$ cat src/rtl/calendar_pkg.sv
// Shared constants for the calendar controller: state encoding, BCD limits
// and the non-leap days-per-month table with its lookup helpers.
package calendar_pkg;

  localparam logic [1:0] ST_RUN       = 2'd0;
  localparam logic [1:0] ST_SET_MONTH = 2'd1;
  localparam logic [1:0] ST_SET_DAY   = 2'd2;

  localparam logic [7:0] BCD_01 = 8'h01;
  localparam logic [7:0] BCD_12 = 8'h12;
  localparam logic [7:0] BCD_31 = 8'h31;

  // Entry 0 is January; every entry is already in BCD.
  localparam logic [0:11][7:0] DAYS_TABLE = {
    8'h31, 8'h28, 8'h31, 8'h30, 8'h31, 8'h30,
    8'h31, 8'h31, 8'h30, 8'h31, 8'h30, 8'h31
  };

  function automatic logic [7:0] days_in_month(input logic [7:0] month);
    logic [7:0] bin;
    logic [3:0] idx;
    bin = {4'd0, month[3:0]} + ((month[7:4] == 4'd1) ? 8'd10 : 8'd0);
    idx = 4'(bin - 8'd1);
    days_in_month = BCD_31;
    if (bin >= 8'd1 && bin <= 8'd12) days_in_month = DAYS_TABLE[idx];
  endfunction

  function automatic logic [7:0] bcd_inc(input logic [7:0] value);
    if (value[3:0] == 4'd9) bcd_inc = {value[7:4] + 4'd1, 4'd0};
    else                    bcd_inc = {value[7:4], value[3:0] + 4'd1};
  endfunction

endpackage

$ cat src/rtl/calendar_ctrl_bcd2_counter.sv
// Two-digit BCD register that wraps to 01 after a run-time maximum;
// a load takes priority over an increment.
module bcd2_counter
  import calendar_pkg::*;
(
  input  logic       clk,
  input  logic       reset,
  input  logic       inc,
  input  logic       load,
  input  logic [7:0] load_val,
  input  logic [7:0] max,
  output logic [7:0] value
);

  // Packed BCD orders the same as binary, so >= also catches stale values above max.
  always_ff @(posedge clk) begin
    if (reset) begin
      value <= BCD_01;
    end else if (load) begin
      value <= load_val;
    end else if (inc) begin
      value <= (value >= max) ? BCD_01 : bcd_inc(value);
    end
  end

endmodule

$ cat src/rtl/calendar_ctrl.sv
// Day/month calendar with a three-state set FSM, day clamping when leaving
// month setting, and a blink divider that blanks the field being edited.
module calendar_ctrl
  import calendar_pkg::*;
#(
  parameter int BLINK_DIV          = 5_000_000,
  parameter int TICK_ENABLE_IN_SET = 0
) (
  input  logic       ADC_CLK_10,
  input  logic       reset,
  input  logic       tick,
  input  logic       key_mode,
  input  logic       key_inc,
  output logic [7:0] day_bcd,
  output logic [7:0] month_bcd,
  output logic [1:0] mode,
  output logic       blank_day,
  output logic       blank_month
);

  localparam int             CW          = (BLINK_DIV > 1) ? $clog2(BLINK_DIV) : 1;
  localparam logic [CW-1:0]  BLINK_LAST  = CW'(BLINK_DIV - 1);
  localparam logic           TICK_IN_SET = (TICK_ENABLE_IN_SET != 0);

  logic [1:0]    state;
  logic [1:0]    state_next;
  logic [CW-1:0] blink_cnt;
  logic          blink_phase;

  logic          mode_go;
  logic          inc_go;
  logic          tick_go;
  logic          day_inc;
  logic          month_inc;
  logic          day_load;
  logic          entering_set;
  logic [7:0]    day_max;

  // key_mode > key_inc > tick: the winner alone acts, even if it is a no-op
  // (key_inc in RUN still swallows a coincident tick).
  always_comb begin
    mode_go      = key_mode;
    inc_go       = key_inc & ~key_mode;
    tick_go      = tick & ~key_mode & ~key_inc & ((state == ST_RUN) | TICK_IN_SET);

    case (state)
      ST_RUN:       state_next = ST_SET_MONTH;
      ST_SET_MONTH: state_next = ST_SET_DAY;
      default:      state_next = ST_RUN;
    endcase

    day_max      = days_in_month(month_bcd);
    day_inc      = tick_go | (inc_go & (state == ST_SET_DAY));
    month_inc    = (tick_go & (day_bcd >= day_max)) | (inc_go & (state == ST_SET_MONTH));
    day_load     = mode_go & (state == ST_SET_MONTH) & (day_bcd > day_max);
    entering_set = mode_go & (state_next != ST_RUN);
  end

  always_ff @(posedge ADC_CLK_10) begin
    if (reset) begin
      state <= ST_RUN;
    end else if (mode_go) begin
      state <= state_next;
    end
  end

  // Restarting the divider on entry keeps the newly selected field visible first.
  always_ff @(posedge ADC_CLK_10) begin
    if (reset || entering_set) begin
      blink_cnt   <= '0;
      blink_phase <= 1'b0;
    end else if (blink_cnt == BLINK_LAST) begin
      blink_cnt   <= '0;
      blink_phase <= ~blink_phase;
    end else begin
      blink_cnt   <= blink_cnt + CW'(1);
    end
  end

  bcd2_counter u_day (
    .clk      (ADC_CLK_10),
    .reset    (reset),
    .inc      (day_inc),
    .load     (day_load),
    .load_val (day_max),
    .max      (day_max),
    .value    (day_bcd)
  );

  bcd2_counter u_month (
    .clk      (ADC_CLK_10),
    .reset    (reset),
    .inc      (month_inc),
    .load     (1'b0),
    .load_val (BCD_01),
    .max      (BCD_12),
    .value    (month_bcd)
  );

  assign mode        = state;
  assign blank_month = blink_phase & (state == ST_SET_MONTH);
  assign blank_day   = blink_phase & (state == ST_SET_DAY);

endmodule

$ cat config.mk
export PLATFORM = sky130hd
export DESIGN_NAME = calendar_ctrl
export DESIGN_NICKNAME = d
export VERILOG_FILES = /design/src/rtl/calendar_pkg.sv /design/src/rtl/calendar_ctrl_bcd2_counter.sv /design/src/rtl/calendar_ctrl.sv
export SDC_FILE = /design/constraint.sdc
export NUM_CORES = 1
export LEC_CHECK = 0
export CAP_MARGIN = 30
export CELL_PAD_IN_SITES_DETAIL_PLACEMENT = 2
export CELL_PAD_IN_SITES_GLOBAL_PLACEMENT = 2
export CORE_MARGIN = 2
export CORE_UTILIZATION = 34
export DETAILED_ROUTE_END_ITERATION = 8
export DONT_BUFFER_PORTS = 1
export HOLD_SLACK_MARGIN = 0.03
export PLACE_DENSITY = 0.79
export SYNTH_ARGS = -nofsm -noshare
export SYNTH_HDL_FRONTEND = slang
export SYNTH_SLANG_ARGS = --single-unit
$ cat constraint.sdc
create_clock -name ADC_CLK_10 -period 3.4 [get_ports ADC_CLK_10]
set_clock_uncertainty 0.2 [all_clocks]
set_input_delay 0.17 -clock ADC_CLK_10 [delete_from_list [all_inputs] [get_ports ADC_CLK_10]]
set_output_delay 0.17 -clock ADC_CLK_10 [all_outputs]
set_load 0.03 [all_outputs]
Yosys cells after proc, flatten, opt, wreduce, memory -nomap -nowiden:

Memory sizes are Yosys's and may differ from the RTL's.
Index checks and enable logic that the tools add are counted.

* $lt $le $gt $ge: 6
* multiplexer cells: 11
* $add $sub $neg: 7
* equality and inequality tests: 6
* reduce and logical (&&, ||, !) cells: 10
* bitwise gates (word level): 18

Operators with widths (count)
* 8-bit 2-to-1 mux: 9
* 23-bit by 1-bit adder with 23-bit output (second input constant): 1
* 23-bit == test (second input constant): 1
* 4-bit by 1-bit adder with 4-bit output (second input constant): 4
* 1-bit AND: 12
* 4-bit == test (second input constant): 2
* 8-bit by 5-bit greater-or-equal comparator with 1-bit output (second input constant): 1
* 8-bit greater-or-equal comparator: 1
* 8-bit > comparator: 1
* 2-bit nonzero test: 3
* 4-bit by 4-bit adder with 5-bit output: 1
* 5-bit by 1-bit greater-or-equal comparator with 1-bit output (second input constant): 1
* 5-bit greater-or-equal comparator (second input constant): 1
* 5-bit by 4-bit <= comparator with 1-bit output (second input constant): 1
* 4-bit NOT with 5-bit output: 1
* 4-bit by 1-bit == test with 1-bit output (second input constant): 1
* 4-bit 2-to-1 mux: 1
* 2-bit one-hot mux with 2 select lines: 1
* 2-bit AND reduction: 2
* 4-bit by 1-bit subtractor with 4-bit output (second input constant): 1
* 1-bit NOT: 3
* 3-bit nonzero test: 1
* 2-bit by 1-bit == test with 1-bit output (second input constant): 1
* 2-bit == test (second input constant): 1
* 5 further kinds: 6

* memory bits (read-only): 128
* input bits: 5
* bits in registers: 42
* memories kept: 1

Memory list
* (name not given): words 16, bits a word 8, rd ports 1, clocked after Yosys merged registers in 0, write ports 0, RTL line calendar_pkg.sv:25 `if (bin >= 8'd1 && bin <= 8'd12) days_in_month = DAYS_TABLE[idx];`

Logic depth before layout (Yosys ltp):

Gate-level depths: netlist (run 1).

* depth after elaboration: 13
* mapped depth: 17
* depth with buffers taken out: 16

Hierarchy:

A second synthesis (run 1) with hierarchy kept.

* cells, all modules: 367
* area total of the unflattened synthesis: 2919.0 um^2

Modules (own cells, without submodules)
* calendar_ctrl: cells an instance 185, instances 1, area an instance 1485.2 um^2
* bcd2_counter: cells an instance 91, instances 2, area an instance 716.9 um^2

Worst setup path after synthesis (run 1):

OpenSTA, ideal clock, no wires.

* path type: register -> register
* start point: reg u_month.value[4]
* end point: reg u_month.value[3]
* path slack: -458 ps
* data arrival time: 3587 ps
* cell stages (with the launch flop): 15
* setup time: 70 ps
* cell sequence: dfxtp_1 -> ha_1 -> or3b_2 -> nor2_1 -> ha_1 -> xnor2_1 -> nand3_1 -> a211oi_1 -> ha_1 -> nand4bb_1 -> o21bai_1 -> o21bai_1 -> a21oi_2 -> or4_1 -> a21oi_1

* longest elaborated chain between the ends: 12
* elaborated cells between the ends (all ways): 17
* those cells by class: 2 x add/sub; 4 x order compare; 1 x eq/ne; 5 x mux; 3 x bitwise; 1 x reduce/logical; 1 x memory

Ends and longest elaborated chain
* start, declared: RTL line calendar_ctrl_bcd2_counter.sv:12 `output logic [7:0] value`
* start signal, assigned: RTL line calendar_ctrl_bcd2_counter.sv:20 `value <= load_val;`
* start signal, assigned: RTL line calendar_ctrl_bcd2_counter.sv:22 `value <= (value >= max) ? BCD_01 : bcd_inc(value);`
* 4-bit by 1-bit == test with 1-bit output: RTL line calendar_pkg.sv:22 `bin = {4'd0, month[3:0]} + ((month[7:4] == 4'd1) ? 8'd10 : 8'd0);`
* 4-bit 2-to-1 mux: RTL line calendar_pkg.sv:22
* 4-bit by 4-bit adder with 5-bit output: RTL line calendar_pkg.sv:22
* 4-bit by 1-bit subtractor with 4-bit output: RTL line calendar_pkg.sv:23 `idx = 4'(bin - 8'd1);`
* 4-bit NOT with 5-bit output (not written as such): RTL line calendar_pkg.sv:25
* memory 16 x 8 bit
* 8-bit 2-to-1 mux (not written as such) (2 in series): RTL line calendar_pkg.sv:25
* 8-bit 2-to-1 mux: RTL line calendar_pkg.sv:25
* 8-bit greater-or-equal comparator: RTL line calendar_ctrl.sv:54 `month_inc = (tick_go & (day_bcd >= day_max)) | (inc_go & (state == ST_SET_MONTH));`
* 1-bit AND: RTL line calendar_ctrl.sv:54
* 1-bit bitwise OR: RTL line calendar_ctrl.sv:54

Several ways; a longest one is shown, not always the timed one. The select of a mux whose other input is x is not followed.
A chain may end at the register's enable or synchronous reset.

Worst setup path in the final report (run 1):

* start point: reg u_month.value[5]
* end point: reg u_day.value[2]

* longest elaborated chain between the ends: 13
* elaborated cells between the ends (all ways): 19
* those cells by class: 2 x add/sub; 4 x order compare; 1 x eq/ne; 7 x mux; 2 x bitwise; 2 x reduce/logical; 1 x memory

Ends and longest elaborated chain
* 4-bit by 1-bit == test with 1-bit output (*): RTL line calendar_pkg.sv:22
* 4-bit 2-to-1 mux (*): RTL line calendar_pkg.sv:22
* 4-bit by 4-bit adder with 5-bit output (*): RTL line calendar_pkg.sv:22
* 4-bit by 1-bit subtractor with 4-bit output: RTL line calendar_pkg.sv:23
* 4-bit NOT with 5-bit output (not written as such): RTL line calendar_pkg.sv:25
* memory 16 x 8 bit
* 8-bit 2-to-1 mux (not written as such) (2 in series): RTL line calendar_pkg.sv:25
* 8-bit 2-to-1 mux (*): RTL line calendar_pkg.sv:25
* 8-bit greater-or-equal comparator: RTL line calendar_ctrl_bcd2_counter.sv:22
* 8-bit 2-to-1 mux: RTL line calendar_ctrl_bcd2_counter.sv:22
* 8-bit 2-to-1 mux: RTL line calendar_ctrl_bcd2_counter.sv:21 `end else if (inc) begin`
* 8-bit 2-to-1 mux: RTL line calendar_ctrl_bcd2_counter.sv:19 `end else if (load) begin`
* end signal, assigned: RTL line calendar_ctrl_bcd2_counter.sv:20
* end signal, assigned: RTL line calendar_ctrl_bcd2_counter.sv:22
* end, declared: RTL line calendar_ctrl_bcd2_counter.sv:12

Mark *: on every way between the ends. The rest lies on a longest branch, timed or not. The select of a mux whose other input is x is not followed.

==> metrics.md, run 1 <==
| Metric | Value |
|---|---|
| Status | `complete, but fails checks` |
| Final Slew Violations | `0` |
| DRC Markers | `0` |
| Post-route clock period utilization | `109.6%` |
| Slowest cell on crit path | `or3b_4` |
| Area growth syn-to-layout | `30.09%` |
| Synth top area cells | `dfxtp_1 (37%), nor2_1 (7.4%), ha_1 (6.6%)` |
| Router iterations before antenna repair | `4` |
| Vias per std cell | `roughly 5.7` |
| First-pass GRT wire length | `about 12000 um` |
| Ant. Diodes | `0` |
| Max-Cap Viols | `0` |
| Root Buffer | `clkbuf_8` |
| Sum Neg Setup Slack | `-4.259 ns` |
| Setup violations, final | `16` |
| Synth Instances | `approximately 280` |
| Placed cell areas | `around 2600 um2` |
| Crit path buffers/inverters | `3` |
| Die Ht | `about 86 um` |
| Fill count | `between 600 and 700` |
| Critical Path Source Type | `register` |
| CTS Buffer Depth | `2` |
| Tmin final | `approximately 3.7 ns` |
| Synth top cells by count | `nor2_1 (45), dfxtp_1 (42), nand2_1 (22)` |
| Combined area of the multi-input logic cells | `about 1600 um2` |
| Sequential element share of the synthesized area | `36.70%` |
| H-tree Lvls | `2` |
| CP max stage delay | `approximately 0.40 ns` |
| Arrival time of the worst setup path | `3.78 ns` |
| Leading area contributor after synthesis | `dfxtp_1` |
| I/O Buffers | `0` |
| Total GRT Usage | `approximately 21%` |
| Ys async rst share | `0%` |
| Cell Chain, Critical Path | `inv_2 -> ha_4 -> or3b_4 -> nor2_4 -> ha_4 -> buf_4 -> o211ai_1 -> a21oi_1 -> a21oi_2 -> ha_2 -> or3b_4 -> a21o_1 -> a211o_1 -> buf_6 -> o21ai_2 -> nand2_1 -> a21oi_2` |
| Top delay family on crit path | `compound AO/OA/AOI/OAI gates` |
| Cell variety after synth | `53` |
| Syn nets | `294` |
| Mapped Area | `between 2000 and 2500 um2` |
| Die outline area | `around 7400 um2` |
| EDFF count, synth | `0` |
| Register area | `around 850 um2` |
| RSZ-0062 raised after global routing | `yes` |
| Clk_lat worst skew | `0.31 ns` |
| WS Path Type | `reg -> reg` |
| Hold-fix buffers at CTS | `5` |
| Violated checks | `hold timing, setup timing` |
| Seq cells post-synth | `42` |
| Design Area, Final | `roughly 3000 um2` |
| Pin count of the biggest net entering global routing | `24` |
| Antenna violations before repair | `0` |
| Critical path endpoint category | `register` |
| Post-DRT Antenna Nets | `0` |
| Worst reg2reg path startpoint | `u_month.value[5]` |
| WHS | `-0.2843 ns` |
| Share of layout cells above drive strength 1 | `about 25%` |
| Ys flop type | `dfxtp_1` |
| Final WL | `8606 um` |
| Worst slew pin tran | `around 0.8 ns` |
| HP Start | `reset` |
| Detailed-route via count | `around 2200` |
| Worst-path clk slew | `roughly 0.090 ns` |
| Final nets | `roughly 330` |
| Placer congestion estimate | `approximately 0.80` |
| Initial Util | `between 30% and 40%` |
| Max IR drop VDD | `0.3766 mV` |
| Critical Path Fanout Max | `4` |
| Leakage | `roughly 0.0011 uW` |
| Slew headroom | `a little under half` |
| HPWL Detailed | `5130 um` |
| Row cnt | `29` |
| Final WS setup | `-0.3267 ns` |
| Synth top area share | `between 30% and 40%` |
| CTS tree | `done` |
| Worst path required time | `between 3 and 4 ns` |
| CTS buffer count | `5` |
| Critical path launch point | `u_month.value[5]` |
| Drt initial violations | `124` |
| Grt ovf | `0` |
| Io pins | `25` |
| Fmax | `~270 MHz` |
| Final hold vios | `12` |
| Most common cell in the netlist | `nor2_1` |
| Hold/Removal Path Class | `in -> reg` |
| Core area | `6422 um2` |
| Synthesized area per cell | `roughly 8.3 um2` |
| Pwr dens | `between 300 and 400 nW/um2` |
| Vias in the first global route | `about 2400` |
| YS warnings | `0` |
| Num Clock Sinks | `42` |
| Die W | `around 86 um` |
| Wire length per cell | `22.12 um` |
==> flip-flops by register name, summed over array words and instances, names as in the netlist <==
register	count
blink_phase	1
u_month.value	8
u_day.value	8
blink_cnt	23
mode	2
==> repair_timing <==
item | 4_1_cts | 5_1_grt
pin swaps | 19 | 7
endpoints found under the hold margin | 19 | 12
setup buffers | 3 | 2
setup endpoints to repair | 16 | 16
gates resized for setup | 26 | 11
gates cloned | 0 | 0
==> placed cells by master, fill, tap and decap left out, types with 3 or more instances in the layout <==
master	n
a211oi_1	3
a21oi_1	9
a21oi_2	6
and3_1	5
buf_4	29
buf_6	3
clkbuf_8	5
dfxtp_1	40
dlygate4sd3_1	5
ha_1	8
ha_4	3
inv_1	9
nand2_1	21
nand3_1	16
nand4_1	3
nor2_1	44
nor3_1	9
nor3b_1	3
nor4b_1	5
o211ai_1	3
o21ai_0	4
or3b_4	3
xnor2_1	7
xor2_1	15
==> per-layer routing <==
metal,GRT usage [%],routed length [um],vias up
met4,4.040,248,0
met3,4.235,272,21
li1,-,-,1045
met2,39.11,4419,46
met5,0,0,-
met1,26.22,3666,1104
==> worst paths after layout <==
kind                                    endpoint  slack [ns]  cells after the start
worst max register to register    u_day.value[2]       -0.33                     17
worst min-delay path            u_month.value[4]       -0.28                      1
worst min register to register      blink_cnt[0]        0.25                      1
worst max-delay path              u_day.value[2]       -0.33                     17
==> per-stage QoR <==
stage / power, uW / hold slack, ns / utilization, % / instances / setup slack, ns
floorplan: 570.2 / 0.1544 / - / 277 / -0.08677
global placement: 585.0 / 0.03942 / 40.13 / 371 / -0.3111
detailed placement: 588.8 / 0.04429 / 40.13 / 371 / -0.4359
CTS: 1015 / -0.2898 / 45.06 / 387 / -0.1995
global route: 1056 / -0.2984 / 46.41 / 389 / -0.4362
finish: 1021 / -0.2843 / 46.41 / 389 / -0.3267
==> final cells by class <==
type | instances | share of cell area [%]
inverter | 10 | 1.259
timing repair buffer | 37 | 10.12
sequential | 42 | 28.46
clock buffer | 5 | 2.309
tap | 77 | 3.233
clock inverter | 3 | 1.469
multi-input combinational | 215 | 53.15
==> where the power goes <==
part	total [uW]	internal, uW	switching (uW)	leakage, uW
Combinational	84.4	35.6	48.8	0.000740
Clock	420	221	200	0.0000585
Sequential	517	496	20.6	0.000341
==> kinds of logic (layout without fill, tap and decap cells) <==
logic type,count (synthesis),after routing,share of synthesized area (%)
buffers and inverters,20,55,3.823
adder cells (fa/ha/maj),12,12,6.554
multiplexers,2,2,0.8739
AO/OA/AOI/OAI,47,47,13.98
XOR/XNOR,23,23,8.793
AND/OR/NAND/NOR,131,131,29.27
flip-flops,42,42,36.70
(Power assumes the default switching activity.)
==> run 2: changes to the inputs <==
--- a/config.mk
+++ b/config.mk
@@ -10,6 +10,7 @@
 export CELL_PAD_IN_SITES_GLOBAL_PLACEMENT = 2
 export CORE_MARGIN = 2
 export CORE_UTILIZATION = 34
+export CTS_BUF_LIST = sky130_fd_sc_hd__clkbuf_16
 export DETAILED_ROUTE_END_ITERATION = 8
 export DONT_BUFFER_PORTS = 1
 export HOLD_SLACK_MARGIN = 0.03
==> metrics.md, run 2 (same netlist as run 1, synthesis figures left out) <==
| Metric | Value |
|---|---|
| Setup violations, final | `16` |
| Hold-fix buffers at CTS | `5` |
| Pre-CTS setup slack | `-0.4359 ns` |
| RSZ-0062 raised after global routing | `yes` |
| Max reg flops | `23` |
| Most flop-heavy register | `blink_cnt` |
| Row cnt | `29` |
| Area growth syn-to-layout | `33.48%` |
| Combined area of the multi-input logic cells | `1617 um2` |
| Clk_lat worst skew | `just under 0.3 ns` |
| Arrival time of the worst setup path | `about 3.8 ns` |
| Placed Cells | `about 370` |
| Status | `complete, but fails checks` |
| Grt ovf | `0` |
| Die outline area | `between 7000 and 8000 um2` |
| HPWL Detailed | `between 5000 and 6000 um` |
| Met2 Resource Use GR | `between 40% and 50%` |
| Pin count of the biggest net entering global routing | `24` |
| Leakage | `between 0.001 and 0.0015 uW` |
| Reg2reg path depth | `16` |
| Register area | `roughly 850 um2` |
| Hold Path Depth | `1` |
| WS Path Type | `reg -> reg` |
| Num Clock Sinks | `42` |
| Antenna violations before repair | `0` |
| Tmin final | `3.804 ns` |
| Top flop regs | `blink_cnt: 23 flops, u_day.value: 8 flops, u_month.value: 8 flops` |
| Commonest non-fill, non-tap cell in the layout | `nor2_1` |
| Ant. Diodes | `0` |
| Router iterations before antenna repair | `4` |
| Worst path required time | `approximately 3.4 ns` |
| Max-Cap Viols | `0` |
| Worst-path clk slew | `approximately 0.070 ns` |
| Final Slew Violations | `0` |
| Detailed-route via count | `roughly 2300` |
| Max IR drop VDD | `0.2175 mV` |
| Critical Path Source Type | `register` |
| Violated checks | `hold timing, setup timing` |
| Share of layout cells above drive strength 1 | `a little over a quarter` |
| First-pass GRT wire length | `~13000 um` |
| Post-route clock period utilization | `111.9%` |
| Pwr dens | `383.3 nW/um2` |
| Final nets | `roughly 330` |
| Core area | `6422 um2` |
| Placer congestion estimate | `about 0.8` |
| CTS tree | `done` |
| Io pins | `25` |
| CTS Buffer Depth | `2` |
| Fill count | `between 600 and 700` |
| Wire length per cell | `23.39 um` |
| Final WS setup | `-0.4037 ns` |
| Vias in the first global route | `roughly 2500` |
| Initial Util | `35.67%` |
| Final WL | `approximately 9000 um` |
| Gr busiest metal | `met2` |
| Hold/Removal Path Class | `in -> reg` |
| Fmax | `roughly 260 MHz` |
| Critical path endpoint category | `register` |
| Vias per std cell | `between 5 and 6` |
| M1 GR Usage | `26.10%` |
| Post-DRT Antenna Nets | `0` |
| Commonest cells after routing, fill and taps aside | `nor2_1 (43), dfxtp_1 (40), buf_4 (23)` |
| Worst slew pin tran | `0.8292 ns` |
| Die W | `about 86 um` |
| Root Buffer | `clkbuf_16` |
| WHS | `-0.2722 ns` |
| CTS buffer count | `5` |
| I/O Buffers | `0` |
| Grt met3 use | `about 4.7%` |
| Critical Path Fanout Max | `4` |
| H-tree Lvls | `2` |
| Total GRT Usage | `22.84%` |
| Slew headroom | `approximately 45%` |
| Drt initial violations | `about 110` |
| DRC Markers | `0` |
| Final hold vios | `12` |
| Die Ht | `86.09 um` |
| Post-route insts no fill | `just under 400` |
==> run 2: changes by cell type in the layout (fill, tap and decap cells not counted), sizes merged <==
cell / before / now
buf: 32 / 29
==> run 2: worst max-delay path, cell delays in order, from the launching register on <==
cell and delay [ns]:
dfxtp_4 0.34, inv_2 0.06, ha_4 0.11, or3b_4 0.39, nor2_4 0.11, ha_4 0.21
nor2b_4 0.12, o211ai_1 0.21, a21oi_1 0.13, a21oi_2 0.18, ha_2 0.19, or3b_4 0.41
a21o_1 0.20, a211o_1 0.34, buf_6 0.16, o221ai_1 0.10, o211ai_1 0.18
==> run 2: layout make-up <==
type                    count  share of cell area (%)
multi-input cells         215                   52.86
clock buffers               5                   4.092
inverters                  10                   1.227
repair buffers             34                   9.493
flip-flops and latches     42                   27.74
clock inverters             3                   1.432
well taps                  77                   3.151
==> run 2: layer usage <==
metal | wire length (um) | vias to the layer above
met5 | 0 | -
met4 | 265 | 0
met3 | 329 | 23
met2 | 4774 | 57
met1 | 3660 | 1140
li1 | - | 1032
==> run 2: path summary, 6_finish.rpt <==
| path | from | end | slack (ns) |
|---|---|---|---|
| min | reset | u_month.value[5] | -0.27 |
| max reg2reg | u_month.value[5] | u_day.value[0] | -0.40 |
| max | u_month.value[5] | u_day.value[0] | -0.40 |
| min reg2reg | blink_cnt[0] | blink_cnt[0] | 0.25 |
==> run 2: repair_timing <==
action                                  CTS  global route
resized for setup                        23            26
gates cloned                              0             0
endpoints found under the setup margin   16            16
endpoints found under the hold margin    19            12
setup buffers                             1             1
pin swaps                                17             9
==> run 2: report_power, final <==
| group | leakage (uW) | total (uW) | internal, uW | switching [uW] |
|---|---|---|---|---|
| logic | 0.000735 | 84.1 | 34.5 | 49.6 |
| registers | 0.000341 | 518 | 496 | 21.2 |
| clock network | 0.0000842 | 570 | 348 | 222 |
| total | 0.00116 | 1170 | 879 | 293 |
==> run 2: through the flow <==
step                utilization, %  power (uW)  instance area, um2  TNS (ns)
global route                 47.61        1205                3058    -6.711
CTS                          45.68        1154                2934    -2.635
global placement             40.13       585.0                2577    -3.560
detailed placement           40.13       588.8                2577    -5.457
finish                       47.61        1172                3058    -4.610
floorplan                        -       570.2                2336   -0.7078
==> run 3: changes to the inputs <==
--- a/config.mk
+++ b/config.mk
@@ -9,12 +9,11 @@
 export CELL_PAD_IN_SITES_DETAIL_PLACEMENT = 2
 export CELL_PAD_IN_SITES_GLOBAL_PLACEMENT = 2
 export CORE_MARGIN = 2
-export CORE_UTILIZATION = 34
+export CORE_UTILIZATION = 38
 export CTS_BUF_LIST = sky130_fd_sc_hd__clkbuf_16
 export DETAILED_ROUTE_END_ITERATION = 8
 export DONT_BUFFER_PORTS = 1
-export HOLD_SLACK_MARGIN = 0.03
-export PLACE_DENSITY = 0.79
+export PLACE_DENSITY = 0.84
 export SYNTH_ARGS = -nofsm -noshare
 export SYNTH_HDL_FRONTEND = slang
 export SYNTH_SLANG_ARGS = --single-unit
==> constraint.sdc (replaced) <==
create_clock -name ADC_CLK_10 -period 3.6 [get_ports ADC_CLK_10]
set_clock_uncertainty 0.2 [all_clocks]
set_input_delay 0.18 -clock ADC_CLK_10 [delete_from_list [all_inputs] [get_ports ADC_CLK_10]]
set_output_delay 0.18 -clock ADC_CLK_10 [all_outputs]
set_load 0.03 [all_outputs]
==> metrics.md, run 3 (same netlist as run 1, synthesis figures left out) <==
| Metric | Value |
|---|---|
| Gr busiest metal | `met2` |
| Num Clock Sinks | `42` |
| Area growth syn-to-layout | `34.35%` |
| Clk_lat worst skew | `approximately 0.29 ns` |
| Router iterations before antenna repair | `6` |
| Post-DRT Antenna Nets | `0` |
| WHS | `-0.2569 ns` |
| Max reg flops | `23` |
| Top flop regs | `blink_cnt: 23 flops, u_day.value: 8 flops, u_month.value: 8 flops` |
| Io pins | `25` |
| Die outline area | `6666 um2` |
| Critical path endpoint category | `register` |
| Clock power frac | `43.3%` |
| Drt initial violations | `about 110` |
| Grt ovf | `0` |
| Total GRT Usage | `approximately 29%` |
| Met2 Resource Use GR | `a little under three fifths` |
| Worst slew pin tran | `roughly 0.82 ns` |
| Setup violations, final | `16` |
| P_sw | `approximately 270 uW` |
| M1 GR Usage | `31.44%` |
| Row cnt | `28` |
| Status | `complete, but fails checks` |
| RSZ-0062 raised after global routing | `yes` |
| Antenna violations before repair | `0` |
| Final Total Pwr | `1023 uW` |
| DRC Markers | `0` |
| Leakage | `between 0.001 and 0.0015 uW` |
| Internal Power | `around 750 uW` |
| Final nets | `around 320` |
| Placer congestion estimate | `0.7958` |
| Final Slew Violations | `0` |
| Ant. Diodes | `0` |
| Vias in the first global route | `roughly 2500` |
| Register area | `845.8 um2` |
| Arrival time of the worst setup path | `3.98 ns` |
| Slew headroom | `45.52%` |
| Wire length per cell | `between 20 and 30 um` |
| Sum Neg Setup Slack | `-3.648 ns` |
| Root Buffer | `clkbuf_16` |
| Core area | `5886 um2` |
| Share of layout cells above drive strength 1 | `about 28%` |
| Hold/Removal Path Class | `in -> reg` |
| Commonest non-fill, non-tap cell in the layout | `nor2_1` |
| Critical Path Source Type | `register` |
| Initial Util | `between 30% and 40%` |
| Vias per std cell | `6.217` |
| CTS tree | `done` |
| Tmin final | `between 3 and 4 ns` |
| Most flop-heavy register | `blink_cnt` |
| Die Ht | `between 80 and 90 um` |
| Fmax | `around 250 MHz` |
| Sw Share | `26.37%` |
| I/O Buffers | `0` |
| Max IR drop VDD | `around 0.23 mV` |
| Die W | `between 80 and 90 um` |
| Comb pwr share | `just under 9%` |
| Pin count of the biggest net entering global routing | `24` |
| Reg power frac | `47.9%` |
| CTS Buffer Depth | `2` |
| CTS buffer count | `5` |
| Final WS setup | `-0.3542 ns` |
| WS Path Type | `reg -> reg` |
| Max-Cap Viols | `0` |
| Worst path required time | `3.62 ns` |
| First-pass GRT wire length | `14060 um` |
| Final WL | `10860 um` |
| Final hold vios | `12` |
| Post-route clock period utilization | `109.8%` |
| H-tree Lvls | `2` |
| Pwr dens | `332.4 nW/um2` |
| Commonest cells after routing, fill and taps aside | `nor2_1 (42), dfxtp_1 (40), buf_4 (24)` |
| Critical Path Fanout Max | `4` |
| Combined area of the multi-input logic cells | `1692 um2` |
| Grt met3 use | `5.934%` |
| Hold-fix buffers at CTS | `4` |
| Worst-path clk slew | `around 0.07 ns` |
| Detailed-route via count | `2375` |
| HPWL Detailed | `4983 um` |
| Fill count | `601` |
| Violated checks | `hold timing, setup timing` |
==> run 3: cell count changes in the layout (fill, tap and decap cells not counted), moves of 2 or more <==
cell | previous run | this run
a21oi_2 | 9 | 7
a21oi_4 | 1 | 3
ha_4 | 3 | 5
nand2_1 | 19 | 21
==> run 3: metal layers <==
layer  routed length [um]  vias to the layer above
met5                    0                        -
met4                  546                        0
met3                  462                       38
met2                 5422                       97
met1                 4425                     1208
li1                     -                     1032
==> run 3: cell type report <==
type	count	area share [%]
Timing Repair Buffer	33	8.984
Clock buffer	5	4.065
Inverter	10	1.220
Clock inverter	2	0.2439
Sequential cell	42	27.48
Tap cell	75	3.049
Multi-Input combinational cell	215	54.96
==> run 3: path summary, 6_finish.rpt <==
check	startpoint	endpoint	slack (ns)	cells past startpoint
min reg2reg	blink_cnt[0]	blink_cnt[0]	0.25	1
min	reset	u_month.value[5]	-0.26	1
max	u_month.value[5]	u_day.value[2]	-0.35	18
max reg2reg	u_month.value[5]	u_day.value[2]	-0.35	18
==> run 3: timing repair <==
item,CTS,global route
pin swaps,14,14
setup endpoints to repair,16,16
hold endpoints to repair,19,12
resized for setup,32,34
buffers inserted,5,2
==> run 3: power by group through the flow <==
| stage | Clock (uW) | Sequential [uW] | Combinational, uW |
|---|---|---|---|
| after global placement | 0 | 498 | 51.6 |
| after global routing | 468 | 490 | 92.8 |
| after detailed placement | 0 | 498 | 54.3 |
| after CTS | 436 | 488 | 67.7 |
| final | 443 | 490 | 90.2 |
| after floorplan | 0 | 495 | 43.4 |
==> run 3: critical path, cell delays in order (launching register included) <==
cell	delay, ns
dfxtp_2	0.33
inv_2	0.06
ha_4	0.13
or3b_4	0.41
nor2_4	0.13
ha_4	0.18
xnor2_4	0.14
nand3_2	0.11
a211oi_2	0.30
buf_4	0.23
ha_4	0.15
nand4bb_4	0.14
buf_6	0.17
o311a_4	0.37
a211o_4	0.35
buf_6	0.14
o21ai_2	0.06
nand2_1	0.10
a21oi_2	0.19
==> run 3: metrics by stage <==
stage | worst slack, ns | instance area (um2) | util [%] | instances | hold slack (ns)
2_1_floorplan | 0.004892 | 2301 | - | 277 | 0.1644
3_3_place_gp | -0.02767 | 2510 | 42.64 | 364 | 0.04561
3_5_place_dp | -0.4433 | 2510 | 42.64 | 364 | 0.04774
4_1_cts | -0.06000 | 2890 | 49.11 | 380 | -0.2544
5_1_grt | -0.3956 | 3078 | 52.30 | 382 | -0.2698
6_report | -0.3542 | 3078 | 52.30 | 382 | -0.2569
